$ cat src/rtl/sdp_chn_out_wait_pkg.sv
// Shared constants and helpers for the multi-channel SDP output write-wait datapath.
package sdp_chn_out_wait_pkg;

  localparam int unsigned NCHN_DEF  = 2;
  localparam int unsigned DW_DEF    = 32;
  localparam int unsigned DEPTH_DEF = 2;
  localparam int unsigned STAT_W    = 16;

  // Occupancy counter width: must represent 0..DEPTH inclusive.
  function automatic int unsigned cnt_w(input int unsigned depth);
    return $clog2(depth + 1);
  endfunction

endpackage

$ cat src/rtl/sdp_chn_out_fifo.sv
// Single-channel DEPTH x DW output FIFO with registered storage and no bypass.
module sdp_chn_out_fifo
  import sdp_chn_out_wait_pkg::*;
#(
  parameter int unsigned DW    = DW_DEF,
  parameter int unsigned DEPTH = DEPTH_DEF,
  localparam int unsigned CW   = cnt_w(DEPTH),
  localparam int unsigned PW   = (DEPTH > 1) ? $clog2(DEPTH) : 1
) (
  input  logic          clk,
  input  logic          rst_n,
  input  logic          push,
  input  logic [DW-1:0] wdata,
  input  logic          prdy,
  output logic [CW-1:0] cnt,
  output logic          pvld,
  output logic [DW-1:0] pd
);

  logic [DW-1:0] mem_q [DEPTH];
  logic [DW-1:0] mem_d [DEPTH];
  logic [PW-1:0] wptr_q, wptr_d;
  logic [PW-1:0] rptr_q, rptr_d;
  logic [CW-1:0] cnt_q, cnt_d;
  logic          pop;

  assign pvld = (cnt_q != '0);
  assign pd   = mem_q[rptr_q];
  assign cnt  = cnt_q;
  assign pop  = pvld & prdy;

  // Next-state: write at wptr, read at rptr, both wrapping at DEPTH-1; push is pre-qualified by the caller.
  always_comb begin
    mem_d  = mem_q;
    wptr_d = wptr_q;
    rptr_d = rptr_q;
    if (push) begin
      mem_d[wptr_q] = wdata;
      wptr_d = (wptr_q == PW'(DEPTH - 1)) ? '0 : wptr_q + 1'b1;
    end
    if (pop) begin
      rptr_d = (rptr_q == PW'(DEPTH - 1)) ? '0 : rptr_q + 1'b1;
    end
    cnt_d = cnt_q + CW'(push) - CW'(pop);
  end

  // State registers; reset clears storage so pd reads zero afterwards.
  always_ff @(posedge clk or negedge rst_n) begin
    if (!rst_n) begin
      for (int unsigned i = 0; i < DEPTH; i++) mem_q[i] <= '0;
      wptr_q <= '0;
      rptr_q <= '0;
      cnt_q  <= '0;
    end else begin
      for (int unsigned i = 0; i < DEPTH; i++) mem_q[i] <= mem_d[i];
      wptr_q <= wptr_d;
      rptr_q <= rptr_d;
      cnt_q  <= cnt_d;
    end
  end

endmodule

$ cat src/rtl/sdp_chn_out_wait_dp_mc.sv
// Multi-channel SDP output write-wait datapath: per-channel completion hold plus output FIFO.
// Optional stall statistics counter enabled by SDP_CHN_OUT_WAIT_DP_STAT_EN.
module sdp_chn_out_wait_dp_mc
  import sdp_chn_out_wait_pkg::*;
#(
  parameter int unsigned NCHN  = NCHN_DEF,
  parameter int unsigned DW    = DW_DEF,
  parameter int unsigned DEPTH = DEPTH_DEF
) (
  input  logic                 nvdla_core_clk,
  input  logic                 nvdla_core_rstn,
  input  logic [NCHN-1:0]      chn_out_rsci_oswt,
  input  logic [NCHN*DW-1:0]   chn_out_rsci_idat,
  input  logic                 chn_out_rsci_bdwt,
  output logic [NCHN-1:0]      chn_out_rsci_bawt,
  output logic [NCHN-1:0]      chn_out_rsci_wen_comp,
  output logic [NCHN-1:0]      chn_out_pvld,
  input  logic [NCHN-1:0]      chn_out_prdy,
  output logic [NCHN*DW-1:0]   chn_out_pd
`ifdef SDP_CHN_OUT_WAIT_DP_STAT_EN
  ,output logic [STAT_W-1:0]   chn_out_stall_cnt
`endif
);

  localparam int unsigned CW = cnt_w(DEPTH);

  logic [NCHN-1:0] bcwt_q, bcwt_d;
  logic [NCHN-1:0] push;
  logic [NCHN-1:0] full;

  for (genvar g = 0; g < NCHN; g++) begin : g_chn
    logic [CW-1:0] cnt;

    assign full[g] = (cnt == CW'(DEPTH));

    sdp_chn_out_fifo #(
      .DW    (DW),
      .DEPTH (DEPTH)
    ) u_fifo (
      .clk   (nvdla_core_clk),
      .rst_n (nvdla_core_rstn),
      .push  (push[g]),
      .wdata (chn_out_rsci_idat[g*DW +: DW]),
      .prdy  (chn_out_prdy[g]),
      .cnt   (cnt),
      .pvld  (chn_out_pvld[g]),
      .pd    (chn_out_pd[g*DW +: DW])
    );
  end

  // Handshake: a held completion or a full FIFO blocks the push; bawt reports push or held completion.
  always_comb begin
    push                  = chn_out_rsci_oswt & ~bcwt_q & ~full;
    chn_out_rsci_bawt     = push | bcwt_q;
    chn_out_rsci_wen_comp = ~chn_out_rsci_oswt | chn_out_rsci_bawt;
    bcwt_d                = chn_out_rsci_bawt & ~{NCHN{chn_out_rsci_bdwt}};
  end

  // Completion-hold flops.
  always_ff @(posedge nvdla_core_clk or negedge nvdla_core_rstn) begin
    if (!nvdla_core_rstn) bcwt_q <= '0;
    else                  bcwt_q <= bcwt_d;
  end

`ifdef SDP_CHN_OUT_WAIT_DP_STAT_EN
  logic [STAT_W-1:0] stall_cnt_q, stall_cnt_d;

  // Saturating count of cycles in which any channel stalls the core.
  always_comb begin
    stall_cnt_d = stall_cnt_q;
    if ((|(chn_out_rsci_oswt & ~chn_out_rsci_wen_comp)) && (stall_cnt_q != '1))
      stall_cnt_d = stall_cnt_q + 1'b1;
  end

  // Stall counter register.
  always_ff @(posedge nvdla_core_clk or negedge nvdla_core_rstn) begin
    if (!nvdla_core_rstn) stall_cnt_q <= '0;
    else                  stall_cnt_q <= stall_cnt_d;
  end

  assign chn_out_stall_cnt = stall_cnt_q;
`endif

endmodule

$ cat config.mk
export PLATFORM = sky130hd
export DESIGN_NAME = sdp_chn_out_wait_dp_mc
export DESIGN_NICKNAME = d
export VERILOG_FILES = /design/src/rtl/sdp_chn_out_wait_pkg.sv /design/src/rtl/sdp_chn_out_fifo.sv /design/src/rtl/sdp_chn_out_wait_dp_mc.sv
export SDC_FILE = /design/constraint.sdc
export NUM_CORES = 1
export LEC_CHECK = 0
export ABC_CLOCK_PERIOD_IN_PS = 2190
export BUFFER_PORTS_ARGS = -buffer_cell sky130_fd_sc_hd__buf_4
export CELL_PAD_IN_SITES_DETAIL_PLACEMENT = 0
export CELL_PAD_IN_SITES_GLOBAL_PLACEMENT = 2
export CORE_UTILIZATION = 37
export CTS_CLUSTER_SIZE = 30
export DETAILED_ROUTE_END_ITERATION = 7
export GPL_TIMING_DRIVEN = 0
export PLACE_DENSITY_LB_ADDON = 0.1
export SLEW_MARGIN = 20
export SYNTH_ARGS = -nofsm -noshare
export SYNTH_HDL_FRONTEND = slang
export SYNTH_HIERARCHICAL = 1
export SYNTH_SLANG_ARGS = --single-unit
$ cat constraint.sdc
create_clock -name nvdla_core_clk -period 2.19 [get_ports nvdla_core_clk]
set_clock_uncertainty 0.05 [all_clocks]
set_input_delay 0.1095 -clock nvdla_core_clk [delete_from_list [all_inputs] [get_ports nvdla_core_clk]]
set_output_delay 0.1095 -clock nvdla_core_clk [all_outputs]
set_load 0.01 [all_outputs]
==> impl_metrics.csv <==
group,metric,value,unit
grt,grt_first_pass_wirelength,21200,um
clock_tree,cts_buffers,17,
setup_path,cp_slowest_stage_delay,380,ps
cells_and_area,drive_gt1_share,61.21,%
grt,antenna_found_initial,0,
cells_and_area,syn2layout_area_growth,41.91,%
run,cap_violations,0,
setup_path,crit_buf_inv,3,
timing,fmax,527.8,MHz
synth,ys.flop_type,"dfrtp_1",
setup_path,worstPathArrival,1740,ps
timing,slew_viol_final,0,
synth,ys_top_cells_by_area,"dfrtp_1 (56%), mux2_2 (32%), mux2_4 (3.9%)",
synth,syn_nets,465,
placement,place_congestion,0.7078,
floorplan,chipWidth,130.7,um
synth,synth_edf_count,0,
timing,setup_viol,0,
detailed_routing,wl_per_cell,15.46,um
cells_and_area,fillCellCount,1412,
synth,synthSimpleGateAreaFrac,1.613,%
synth,syn_avg_cell_area,15.72,sq um
setup_path,crit_slowest_cell,"mux2_2",
grt,grt_pass1_vias,4297,
synth,synthAdderAreaFrac,0.8165,%
timing,post-route-period-util,86.51,%
cells_and_area,antenna_cells,0,
synth,synth-async-reset-ratio,100.0,%
synth,synth_top_area_share,56.34,%
clock_tree,clk_transition_reported_paths,50,ps
floorplan,fp.coreArea,16000,sq um
placement,placed_cell_area,7486,sq um
synth,synth.most_common_cell,"mux2_2",
detailed_routing,dr.pass1.iters,4,
timing,tightest_slew,472.8,ps
setup_path,crit_required,2030,ps
detailed_routing,vias,3917,
pwr,leakagePower,3.940,nW
timing,period_needed,1895,ps
synth,ys_types,21,
grt,grt_remaining_overflow,0,
grt,grt_usage,16.48,%
setup_path,cpMostUsedCell,"buf_2",
floorplan,core.rowCount,46,
floorplan,io-pin-count,141,
detailed_routing,via_per_inst,4.636,
synth,synthCells,390,
floorplan,die_h,130.7,um
synth,synth_xor_area_share,1.143,%
pwr,ir_worst_vdd,0.6616,mV
floorplan,die-area,17090,sq um
placement,io_buffers,140,
synth,synth_seq_area_share,56.34,%
synth,synth_largest_area_cell,"dfrtp_1",
min_path,hold_path.class,"input pin to flip-flop",
outcome,status,"completed",
clock_tree,cts-root-buf,"clkbuf_16",
detailed_routing,drcViolationCount,0,
clock_tree,clock-sinks,138,
synth,synth_top_family_by_area,"multiplexers",
synth,ys_ff_latch,138,
synth,syn-cell-area,6130,sq um
timing,fin_tns_setup,0,ps
clock_tree,htreeDepth,4,
setup_path,worstPathCellList,"buf_2 > buf_2 > mux2_2 > buf_4",
grt,grt_max_degree,81,
setup_path,worst_setup_path_end_kind,"output pin",
timing,slew_headroom,68.48,%
synth,synth_compound_area_share,0.7348,%
clock_tree,cts_tree,"built",
clock_tree,clk_latency,410,ps
setup_path,crit_family,"buffers and inverters",
synth,synth_top_cells_by_count,"mux2_2 (176), dfrtp_1 (138), mux2_4 (16)",
detailed_routing,ant_nets,0,
detailed_routing,drt-total-wl,13070,um
timing,hold_viol_final,0,
placement,dpl.hpwl,9067,um
timing,hold_ws,123.1,ps
cells_and_area,design_area,8698,sq um
setup_path,worstSetupStartpointType,"flip-flop",
clock_tree,post-cts-setup-buffer-count,0,
floorplan,floorplan.initialDensity,38.31,%
synth,yosys_warnings,6,
clock_tree,cts.path.max_buffers,2,
pwr,powerDensity,1499,nW/um^2
timing,rsz0062_at_grt,"false",
synth,synth_mux_area_share,36.25,%
detailed_routing,drtIter0Drc,92,
cells_and_area,layout.nets,695,
setup_path,cp_max_fo,10,
setup_path,critical_path_class,"flip-flop to output pin",
[area by class of cell]
class | instances | area (sq um) | area share [%]
plain buffers | 22 | 167.7 | 1.928
clock inverters | 4 | 20.02 | 0.2301
repair buffers | 211 | 1787 | 20.54
clock buffers | 24 | 481.7 | 5.538
inverters | 6 | 22.52 | 0.2589
flip-flops and latches | 138 | 3453 | 39.70
well taps | 216 | 270.3 | 3.107
multi-input cells | 224 | 2496 | 28.70
[report_power, final]
part,switching (mW),leakage [nW],total (mW),internal [mW]
clock network,0.969,0.251,2.47,1.50
logic,2.35,2.06,6.07,3.72
registers,0.624,1.63,4.49,3.87
total,3.94,3.94,13.0,9.09
[per-stage QoR]
stage	power [mW]	setup slack, ps	cells	util, %
3_5_place_dp	10.58	90.27	747	46.79
2_1_floorplan	8.211	385.9	390	-
5_1_grt	13.94	151.6	845	54.36
6_report	13.03	295.5	845	54.36
4_1_cts	13.26	74.55	845	54.30
3_3_place_gp	10.38	97.16	746	46.57
[flip-flops by register name, summed over array words and instances, names as in the netlist]
| name | count |
|---|---|
| g_chn.u_fifo/rptr_q | 2 |
| bcwt_q | 2 |
| g_chn.u_fifo/wptr_q | 2 |
| g_chn.u_fifo/cnt | 4 |
| g_chn.u_fifo/mem_q | 128 |
[path summary, 6_finish.rpt]
check | slack (ps) | depth (start not counted) | to | from
max | 300 | 4 | chn_out_pd[52] | g_chn[1].u_fifo/rptr_q
min | 120 | 4 | g_chn[1].u_fifo/wptr_q | chn_out_rsci_oswt[1]
max reg2reg | 310 | 6 | g_chn[0].u_fifo/mem_q[40] | g_chn[0].u_fifo/cnt[1]
min reg2reg | 430 | 1 | g_chn[1].u_fifo/wptr_q | g_chn[1].u_fifo/wptr_q
max in group asynchronous | 1170 | 3 | g_chn[0].u_fifo/mem_q[0] | nvdla_core_rstn
min in group asynchronous | 170 | 2 | g_chn[1].u_fifo/mem_q[11] | nvdla_core_rstn
[kinds of logic after synthesis]
logic type	count (synthesis)
multiplexers	192
flip-flops	138
buffers and inverters	28
AND/OR/NAND/NOR	14
XOR/XNOR	8
AO/OA/AOI/OAI	6
adder cells (fa/ha/maj)	4
[layer usage]
layer	wire length [um]	global-route usage (%)	part of all wire, %
met1	5903	20.71	45
met2	6342	26.74	49
met5	0	0	0
met3	681	5.171	5.2
met4	139	5.882	1.1
[cell usage in the layout (no fill, tap or decap), drive strengths merged]
master and count:
nand3b 2, o31ai 2, nand2 2, clkbuf 24
o21a 2, mux2 192, dfrtp 138, nand2b 1
ha 4, or2b 1, nor2b 4, xnor2 4
o21bai 2, or2 2, xor2 4, inv 6
buf 163, nor3 2, dlygate4sd3 70, clkinv 4
[what timing repair did]
action,CTS,global route
hold buffers,70,0
endpoints found under the setup margin,0,112
resized for setup,0,2
hold endpoints to repair,190,0
[tightest hold or removal path, cell delays in order]
cell    delay, ps
buf_4         110
inv_1          90
nor3_2         80
xor2_1        140
No activity file was read; power rests on OpenSTA's default activity.
